--- config.mk ---
export PLATFORM = sky130hd
export DESIGN_NAME = byte_serial_add_sequencer
export DESIGN_NICKNAME = d
export VERILOG_FILES = /design/src/rtl/byte_serial_add_sequencer.sv
export SDC_FILE = /design/constraint.sdc
export NUM_CORES = 1
export LEC_CHECK = 0
export CORE_MARGIN = 8
export CORE_UTILIZATION = 47
export CTS_BUF_LIST = sky130_fd_sc_hd__clkbuf_16
export CTS_CLUSTER_SIZE = 24
export DETAILED_ROUTE_END_ITERATION = 16
export PLACE_DENSITY_LB_ADDON = 0.25
export SYNTH_ARGS = -nofsm -noshare
export SYNTH_HDL_FRONTEND = slang
export SYNTH_SLANG_ARGS = --single-unit
export TNS_END_PERCENT = 5
--- constraint.sdc ---
create_clock -name clk -period 2.05 [get_ports clk]
set_input_delay 0.5125 -clock clk [delete_from_list [all_inputs] [get_ports clk]]
set_output_delay 0.5125 -clock clk [all_outputs]
set_load 0.02 [all_outputs]
--- src/rtl/byte_serial_add_sequencer.sv ---
// Byte-serial operand/result sequencer around an 8-bit adder core.
// Ports: clk, rst_n, in_* byte input, add_* adder link, out_* result; SEQ_SUB_EN adds op_sub.
module byte_serial_add_sequencer #(
  parameter int MAX_BYTES = 16,
  parameter int IDX_W     = 4
) (
  input  logic             clk,
  input  logic             rst_n,
  input  logic             in_valid,
  output logic             in_ready,
  input  logic [7:0]       in_a,
  input  logic [7:0]       in_b,
  input  logic             in_last,
`ifdef SEQ_SUB_EN
  input  logic             op_sub,
`endif
  output logic [7:0]       add_a,
  output logic [7:0]       add_b,
  output logic             add_cin,
  input  logic [7:0]       add_sum,
  input  logic             add_cout,
  output logic             out_valid,
  input  logic             out_ready,
  output logic [7:0]       out_sum,
  output logic [IDX_W-1:0] out_idx,
  output logic             out_last,
  output logic             out_cout,
  output logic             out_ovf,
  output logic             out_trunc
);

  typedef enum logic {
    ST_START,
    ST_BODY
  } state_t;

  state_t state_q, state_d;

  logic             op_valid_q;
  logic             op_last_q;
  logic [7:0]       op_a_q;
  logic [7:0]       op_b_q;
  logic [IDX_W-1:0] idx_q, idx_d;
  logic             carry_q, carry_d;

  logic             out_valid_q;
  logic [7:0]       out_sum_q;
  logic [IDX_W-1:0] out_idx_q;
  logic             out_last_q;
  logic             out_cout_q;
  logic             out_ovf_q;
  logic             out_trunc_q;

  logic first;
  logic adv;
  logic accept;
  logic eff_last;
  logic ovf;
  logic sub;

  assign first  = (state_q == ST_START);
  assign adv    = op_valid_q && (!out_valid_q || out_ready);
  assign accept = in_valid && in_ready;

  assign in_ready = !op_valid_q || adv;

  // Word ends on the flagged byte or when the index hits the limit.
  assign eff_last = op_last_q ||
                    (idx_q == IDX_W'(MAX_BYTES - 1));

`ifdef SEQ_SUB_EN
  logic op_sub_q;
  logic word_sub_q;

  // Mode comes from the word's first byte; later bytes reuse it.
  assign sub = first ? op_sub_q : word_sub_q;

  always_ff @(posedge clk or negedge rst_n) begin
    if (!rst_n) begin
      op_sub_q   <= 1'b0;
      word_sub_q <= 1'b0;
    end else begin
      if (accept) op_sub_q <= op_sub;
      if (adv && first) word_sub_q <= op_sub_q;
    end
  end
`else
  assign sub = 1'b0;
`endif

  assign add_a   = op_a_q;
  assign add_b   = sub ? ~op_b_q : op_b_q;
  assign add_cin = first ? sub : carry_q;

  assign ovf = (add_a[7] == add_b[7]) &&
               (add_sum[7] != add_a[7]);

  always_comb begin
    state_d = state_q;
    idx_d   = idx_q;
    carry_d = carry_q;
    if (adv) begin
      carry_d = add_cout;
      if (eff_last) begin
        state_d = ST_START;
        idx_d   = '0;
      end else begin
        state_d = ST_BODY;
        idx_d   = idx_q + IDX_W'(1);
      end
    end
  end

  always_ff @(posedge clk or negedge rst_n) begin
    if (!rst_n) begin
      state_q <= ST_START;
      idx_q   <= '0;
      carry_q <= 1'b0;
    end else begin
      state_q <= state_d;
      idx_q   <= idx_d;
      carry_q <= carry_d;
    end
  end

  always_ff @(posedge clk or negedge rst_n) begin
    if (!rst_n) begin
      op_valid_q <= 1'b0;
      op_last_q  <= 1'b0;
      op_a_q     <= '0;
      op_b_q     <= '0;
    end else if (accept) begin
      op_valid_q <= 1'b1;
      op_last_q  <= in_last;
      op_a_q     <= in_a;
      op_b_q     <= in_b;
    end else if (adv) begin
      op_valid_q <= 1'b0;
    end
  end

  always_ff @(posedge clk or negedge rst_n) begin
    if (!rst_n) begin
      out_valid_q <= 1'b0;
      out_sum_q   <= '0;
      out_idx_q   <= '0;
      out_last_q  <= 1'b0;
      out_cout_q  <= 1'b0;
      out_ovf_q   <= 1'b0;
      out_trunc_q <= 1'b0;
    end else if (adv) begin
      out_valid_q <= 1'b1;
      out_sum_q   <= add_sum;
      out_idx_q   <= idx_q;
      out_last_q  <= eff_last;
      out_cout_q  <= eff_last && add_cout;
      out_ovf_q   <= eff_last && ovf;
      out_trunc_q <= eff_last && !op_last_q;
    end else if (out_ready) begin
      out_valid_q <= 1'b0;
    end
  end

  assign out_valid = out_valid_q;
  assign out_sum   = out_sum_q;
  assign out_idx   = out_idx_q;
  assign out_last  = out_last_q;
  assign out_cout  = out_cout_q;
  assign out_ovf   = out_ovf_q;
  assign out_trunc = out_trunc_q;

endmodule
## After elaboration in Yosys (flattened, before gate mapping)

Cells that the tools add are included.

| word-level totals | value |
|---|---|
| register bits | 41 |
| bits in latches | 0 |
| bits in writable memories | 0 |
| bits in read-only memories | 0 |
| input port bits | 30 |
| output and inout bits | 35 |
| logic and storage cells | 39 |
| memories kept | 0 |

| operators by class | value |
|---|---|
| add/sub/neg operators | 1 |
| multiply operators | 0 |
| div/mod/pow operators | 0 |
| magnitude comparators | 0 |
| equal/unequal tests | 3 |
| shift-type cells | 0 |
| mux-type cells | 7 |
| bitwise gates (word level) | 0 |
| reductions and logical operators | 14 |

Operator list:

| kind | number |
|---|---|
| logical AND 1 bit | 6 |
| 2-to-1 mux 1 bit | 6 |
| adder 4 x 1 -> 4 bit, second input constant | 1 |
| equality test 4 bit, second input constant | 1 |
| 2-to-1 mux 4 bit | 1 |
| nonzero test 2 bit | 2 |
| logical NOT 1 bit | 3 |
| logical OR 1 bit | 3 |
| equality test 1 bit | 1 |
| inequality test 1 bit | 1 |

## Longest topological paths before layout

Gate-level depths: netlist of run 1.

| depth | value |
|---|---|
| depth in word-level cells | 6 |
| mapped depth | 5 |
| mapped depth without buffers | 4 |

## Worst setup path after synthesis of run 1

No wires, ideal clock.

| path | value |
|---|---|
| kind | input -> register |
| start | input port out_ready |
| end | register op_a_q[0] (netlist: add_a[0]) |
| setup time | 0.125 ns |
| arrival time | 1.314 ns |
| required time | 1.925 ns |
| slack | 0.611 ns |
| stages | 4 |
| path buffers | 1 |
| cell sequence | nand3b_4 nand2_4 buf_8 mux2_4 |

| on the way | value |
|---|---|
| longest elaborated chain between the ends | 4 |

RTL lines:

| what | line | text |
|---|---|---|
| start: declaration | 23 | `input logic out_ready,` |
| logical OR 1 bit | 62 | `assign adv = op_valid_q && (!out_valid_q \|\| out_ready);` |
| logical AND 1 bit | 62 |  |
| logical OR 1 bit | 65 | `assign in_ready = !op_valid_q \|\| adv;` |
| logical AND 1 bit | 63 | `assign accept = in_valid && in_ready;` |
| end signal: assignment | 135 | `op_a_q <= in_a;` |
| end: declaration | 41 | `logic [7:0] op_a_q;` |

No other way between the ends.
A chain may end at the register's enable or synchronous reset.

## Worst setup path after layout of run 1

| path | value |
|---|---|
| start | input port out_ready |
| end | output port in_ready |

| on the way | value |
|---|---|
| longest elaborated chain between the ends | 3 |

RTL lines:

| what | line | text |
|---|---|---|
| logical OR 1 bit | 62 |  |
| logical AND 1 bit | 62 |  |
| logical OR 1 bit | 65 |  |
| end: declaration | 10 | `output logic in_ready,` |

No other way between the ends.

==> results of run 1 <==
==> stage by stage <==
| stage | hold WS (ns) | setup TNS [ns] | area, sq um | utilization | setup slack (ns) |
|---|---|---|---|---|---|
| 3_5_place_dp | 0.479 | -0.226 | 2450 | 0.679 | -0.198 |
| 6_report | 0.203 | 0 | 2580 | 0.717 | 0.0752 |
| 3_3_place_gp | 0.474 | -0.190 | 2450 | 0.679 | -0.190 |
| 2_1_floorplan | 0.217 | 0 | 1740 | - | 0.611 |
| 5_1_grt | 0.243 | 0 | 2580 | 0.717 | 0.0324 |
| 4_1_cts | 0.221 | 0 | 2580 | 0.717 | 0.0648 |
==> cells by family after synthesis <==
kind of cell | Yosys count
flip-flops | 41
multiplexers | 30
AND/OR/NAND/NOR | 22
AO/OA/AOI/OAI | 16
buffers and inverters | 3
adder cells (fa/ha/maj) | 1
==> power groups by stage <==
stage          Clock, W  Combinational (W)  Sequential [W]
2_1_floorplan         0           0.000287         0.00124
3_3_place_gp          0           0.000805         0.00110
3_5_place_dp          0           0.000822         0.00112
4_1_cts        0.000738           0.000827         0.00111
5_1_grt        0.000773           0.000869         0.00113
6_report       0.000726           0.000813         0.00110
==> critical path: stages <==
cell	delay, ns
clkdlybuf4s50_1	0.48
nand3b_4	0.13
dlygate4sd2_1	0.34
==> routing by layer <==
metal / vias to the layer above / track usage / share of wire
met3: 7 / 0.0594 / 0.078
met2: 47 / 0.222 / 0.47
met5: - / 0 / 0
met1: 568 / 0.170 / 0.43
met4: 0 / 0.0481 / 0.015
li1: 549 / - / -
==> cell usage in the layout (no fill, tap or decap), types with 2 or more instances in the layout <==
cell | netlist | final
dfrtp_1 | 41 | 41
nand2_1 | 4 | 4
nor2b_1 | 2 | 2
o2bb2ai_1 | 2 | 2
nand3b_1 | 2 | 2
buf_4 | 0 | 2
o21ai_0 | 8 | 8
mux2_4 | 18 | 18
clkinv_1 | 0 | 2
clkbuf_16 | 0 | 5
clkdlybuf4s50_1 | 0 | 62
mux2_2 | 12 | 12
nand3_1 | 3 | 3
==> worst min-delay path by stage <==
stage	end
finish	out_idx[0]
global route	out_idx[1]
CTS	out_trunc
detailed placement	out_last
global placement	out_cout
floorplan	add_a[0]
==> state kept, by name (all words and copies together), names as in the netlist <==
signal	flops
out_last	1
out_valid	1
out_idx	4
carry_q	1
op_valid_q	1
op_last_q	1
out_cout	1
state_q	1
idx_q	4
add_b	8
out_trunc	1
out_sum	8
add_a	8
out_ovf	1
==> layout make-up <==
type	instances	area (sq um)
flip-flops and latches	41	1030
fillers	248	1020
multi-input cells	69	688
repair buffers	67	669
clock buffers	5	125
well taps	48	60.1
clock inverters	3	12.5
inverters	1	3.75
==> cell usage after synthesis, types with 2 or more instances <==
cell type  number
dfrtp_1        41
mux2_2         12
mux2_4         18
nand2_1         4
nand3_1         3
nand3b_1        2
nor2b_1         2
o21ai_0         8
o2bb2ai_1       2
==> repair_timing <==
action,in CTS,in global routing
setup buffers,0,0
hold endpoints to repair,0,0
setup endpoints to repair,1,0
gates resized for setup,1,0
==> results.tsv, run 1 <==
metric	value	unit
status	finished, final reports clean	
Least-Margin Pin Slew	0.512	ns
PortBufs	64	
CTS tree	yes	
antenna violations before repair	0	
Detail Route Antenna Nets	0	
Num CTS Buffers	5	
r2r setup slk	0.55	ns
cts hold-fix bufs	0	
Setup Viol. Count Final	0	
post-synth net total	144	
WL/cell	16.8	um
Power Density	1020	nW/um^2
Post-synth EDFFs	0	
Comb power frac	0.307	
die width	76.9	um
vias per cell	5.00	
Syn-to-layout area delta	48.2	%
initial DRC count	57	
final non-filler cell total	234	
switching portion of total power	0.293	
register area share after synthesis	0.588	
Ys Warns	0	
Routed WL	3.93	mm
Distinct cells, synth	30	
crit end category	output pin	
Synth Area in Compound Gates	0.0595	
clock latency on the worst-skew pair	0.28	ns
first-pass GRT wire length	6.80	mm
Root Driver	clkbuf_16	
Syn Inst Count	113	
GP Congestion	0.761	
cell accounting for the most synthesized area	dfrtp_1	
r2r worst-path depth	4	
routed via count	1171	
Fmax	0.506	GHz
Required @ worst endpoint	1.54	ns
Worst EP arrival	1.46	ns
Die H	76.9	um
GRT overflow	0	
internal power component	0.00187	W
top_reg_cell synth	dfrtp_1	
drt first pass iters	4	
clk_skew	0.00250	ns
vias in the first global route	1334	
dpl hpwl	2.97	mm
Starting Density	0.484	
Synth Register Bits	41	
ant diodes	0	
clock tree buffer depth	2	
Total Nets Final	216	
clk slew on worst S/H paths	0.06	ns
DR DRC count	0	
Core Area	3610	sq um
largest net degree at the start of global routing	22	
Avg Inst Size Synth	15.4	sq um
RSZ-0062 raised after global routing	false	
Sw Pwr	0.000775	W
Placed Instances	226	
Seq pwr share	0.418	
total power	0.00264	W
Worst VDD drop	623	uV
Post-synth ARST share	1.00	
I/O Pins	65	
Post-Synth Adder-Cell Area	0.00717	
clock share of power	0.275	
share of layout cells above drive strength 1	0.258	
P_leak	1.14	nW
All-Layer GR Usage	0.141	
startpoint types	primary input	
fin crit period	1.97	ns
crit share post-route	0.963	
Rel. slew slack	0.659	
min-delay worst type	in -> async	
FF-to-FF Start	op_valid_q	
Critical Path Start	out_ready	
top-area cell type share of the netlist area	0.588	
post-synthesis simple-gate area fraction	0.0954	
largest family of logic cells by synthesized area	multiplexers	
Die ar.	5920	sq um
Final Max Slew Viols	0	
Clock Sink Count	41	
row cnt	22	
number of H-tree levels	2	
max_cap viols	0	
multiplexer area fraction after synthesis	0.232	
Setup crit end	in_ready	
R2R Path End	add_b[2]	
final hold vios	0	
largest cells by area after synthesis	dfrtp_1 59%, mux2_4 15%, mux2_2 7.7%, o21ai_0 2.3%, nand3b_4 1.1%	
Setup Crit Path Kind	in -> out	
Synth Area in XOR/XNOR	0	
synthesized area	1740	sq um
crit-path max FO	2	
Power figures use the tool's default switching activity.
==> run 2, diff against run 1 <==
Settings changed: CORE_MARGIN 8 to 3.
==> results.tsv, run 2 (synthesized netlist as in run 1, its figures left out) <==
metric	value	unit	change
r2r setup slk	0.53	ns	was 0.55 ns
Comb power frac	0.308		was 0.307
RSZ-0062 raised after global routing	false		unchanged
final hold vios	0		unchanged
routed via count	1181		was 1171
Required @ worst endpoint	1.54	ns	about the same
Sw Pwr	0.000774	W	was 0.000775 W
Detail Route Antenna Nets	0		unchanged
most frequent cells in the layout	62 x clkdlybuf4s50_1, 41 x dfrtp_1, 18 x mux2_4, 12 x mux2_2, 8 x o21ai_0		unchanged
internal power component	0.00187	W	about the same
Rel. slew slack	0.783		was 0.659
Starting Density	0.507		was 0.484
Fmax	0.504	GHz	was 0.506 GHz
initial DRC count	66		was 57
I/O Pins	65		unchanged
Die H	66.9	um	was 76.9 um
antenna violations before repair	0		unchanged
row cnt	21		was 22
number of H-tree levels	2		unchanged
r2r worst-path depth	4		unchanged
post-CTS setup buffer count	0		unchanged
clock share of power	0.273		was 0.275
Total Nets Final	218		was 216
crit end category	output pin		unchanged
Seq pwr share	0.419		was 0.418
dpl hpwl	2.74	mm	was 2.97 mm
ant diodes	0		unchanged
Worst EP arrival	1.47	ns	was 1.46 ns
vias in the first global route	1239		was 1334
startpoint types	primary input		unchanged
GP Congestion	0.767		was 0.761
most common cell after layout, fill and taps aside	clkdlybuf4s50_1		unchanged
GRT overflow	0		unchanged
WL/cell	16.7	um	was 16.8 um
WHS	0.201	ns	was 0.203 ns
Setup Crit Path Kind	in -> out		unchanged
Power Density	1020	nW/um^2	about the same
first-pass GRT wire length	6.26	mm	was 6.80 mm
CTS tree	yes		unchanged
PortBufs	64		unchanged
largest net degree at the start of global routing	42		was 22
R2R Path End	add_a[7]		was add_b[2]
Setup Viol. Count Final	0		unchanged
Final Max Slew Viols	0		unchanged
Clock Sink Count	41		unchanged
cts hold-fix bufs	0		unchanged
crit share post-route	0.967		was 0.963
Num CTS Buffers	5		unchanged
Routed WL	3.91	mm	was 3.93 mm
drt first pass iters	4		unchanged
share of layout cells above drive strength 1	0.271		was 0.258
Core Area	3440	sq um	was 3610 sq um
FF-to-FF Start	op_valid_q		unchanged
die width	66.9	um	was 76.9 um
fin crit period	1.98	ns	was 1.97 ns
DR DRC count	0		unchanged
P_leak	1.16	nW	was 1.14 nW
Least-Margin Pin Slew	0.325	ns	was 0.512 ns
All-Layer GR Usage	0.193		was 0.141
status	finished, final reports clean		unchanged
max_cap viols	0		unchanged
vias per cell	5.05		was 5.00
switching portion of total power	0.292		was 0.293
setup tns final	0	ns	unchanged
# resized after CTS	1		unchanged
clock tree buffer depth	2		unchanged
clock latency on the worst-skew pair	0.27	ns	was 0.28 ns
clk slew on worst S/H paths	0.06	ns	about the same
min-delay worst type	in -> async		unchanged
Die ar.	4480	sq um	was 5920 sq um
Worst VDD drop	888	uV	was 623 uV
clk_skew	0.00335	ns	was 0.00250 ns
crit-path max FO	2		unchanged
Syn-to-layout area delta	49.0	%	was 48.2%
Root Driver	clkbuf_16		unchanged
[run 2: changes by cell type in the layout (fill, tap and decap cells not counted)]
cell      previous run  this run
inv_1                1         2
clkinv_2             1         2
clkinv_1             2         0
buf_4                2         4
[run 2: layout make-up]
class / instances / area (sq um)
Clock buffer: 5 / 125
Multi-Input combinational cell: 69 / 688
Tap cell: 46 / 57.6
Inverter: 1 / 3.75
Timing Repair Buffer: 69 / 684
Clock inverter: 3 / 13.8
Fill cell: 215 / 843
Sequential cell: 41 / 1030
[run 2: power by group through the flow]
stage	clock [W]	sequential, W	combinational [W]
4_1_cts	0.000740	0.00111	0.000827
5_1_grt	0.000776	0.00114	0.000870
2_1_floorplan	0	0.00124	0.000287
3_5_place_dp	0	0.00112	0.000822
6_report	0.000722	0.00111	0.000816
3_3_place_gp	0	0.00110	0.000803
[run 2: worst max-delay path, stage by stage]
cell and delay, ns:
clkdlybuf4s50_1 0.48, nand3b_4 0.13, dlygate4sd2_1 0.34
[run 2: through the flow]
| stage | cell area [sq um] | setup slack, ns | std cells | power [W] | utilization |
|---|---|---|---|---|---|
| CTS | 2600 | 0.0589 | 234 | 0.00267 | 0.755 |
| global route | 2600 | 0.0317 | 234 | 0.00278 | 0.755 |
| detailed placement | 2460 | -0.207 | 226 | 0.00194 | 0.715 |
| finish | 2600 | 0.0670 | 234 | 0.00265 | 0.755 |
| global placement | 2460 | -0.210 | 226 | 0.00190 | 0.715 |
| floorplan | 1740 | 0.611 | 113 | 0.00153 | - |
[run 2: per-layer routing]
metal  wire length [um]  vias to the layer above  track usage  part of all wire
li1                   -                      553            -                 -
met1               1590                      582        0.239              0.41
met2               2050                       39        0.322              0.52
met3                212                        7       0.0472             0.054
met4                 58                        0       0.0785             0.015
met5                  0                        -            0                 0
[run 2: how the worst max path moves through the flow]
stage	startpoint	endpoint	slack [ns]	cells after the start
2_1_floorplan	out_ready	add_a[0]	0.61	4
3_3_place_gp	out_ready	in_ready	-0.21	3
3_5_place_dp	out_ready	in_ready	-0.21	3
4_1_cts	out_ready	in_ready	0.06	3
5_1_grt	out_ready	in_ready	0.03	3
6_report	out_ready	in_ready	0.07	3
==> run 3, diff against run 2 <==
Settings changed: SLEW_MARGIN set to 20.
==> results of run 3 <==
The final DEF is identical to that of run 2; final timing and power are the same.
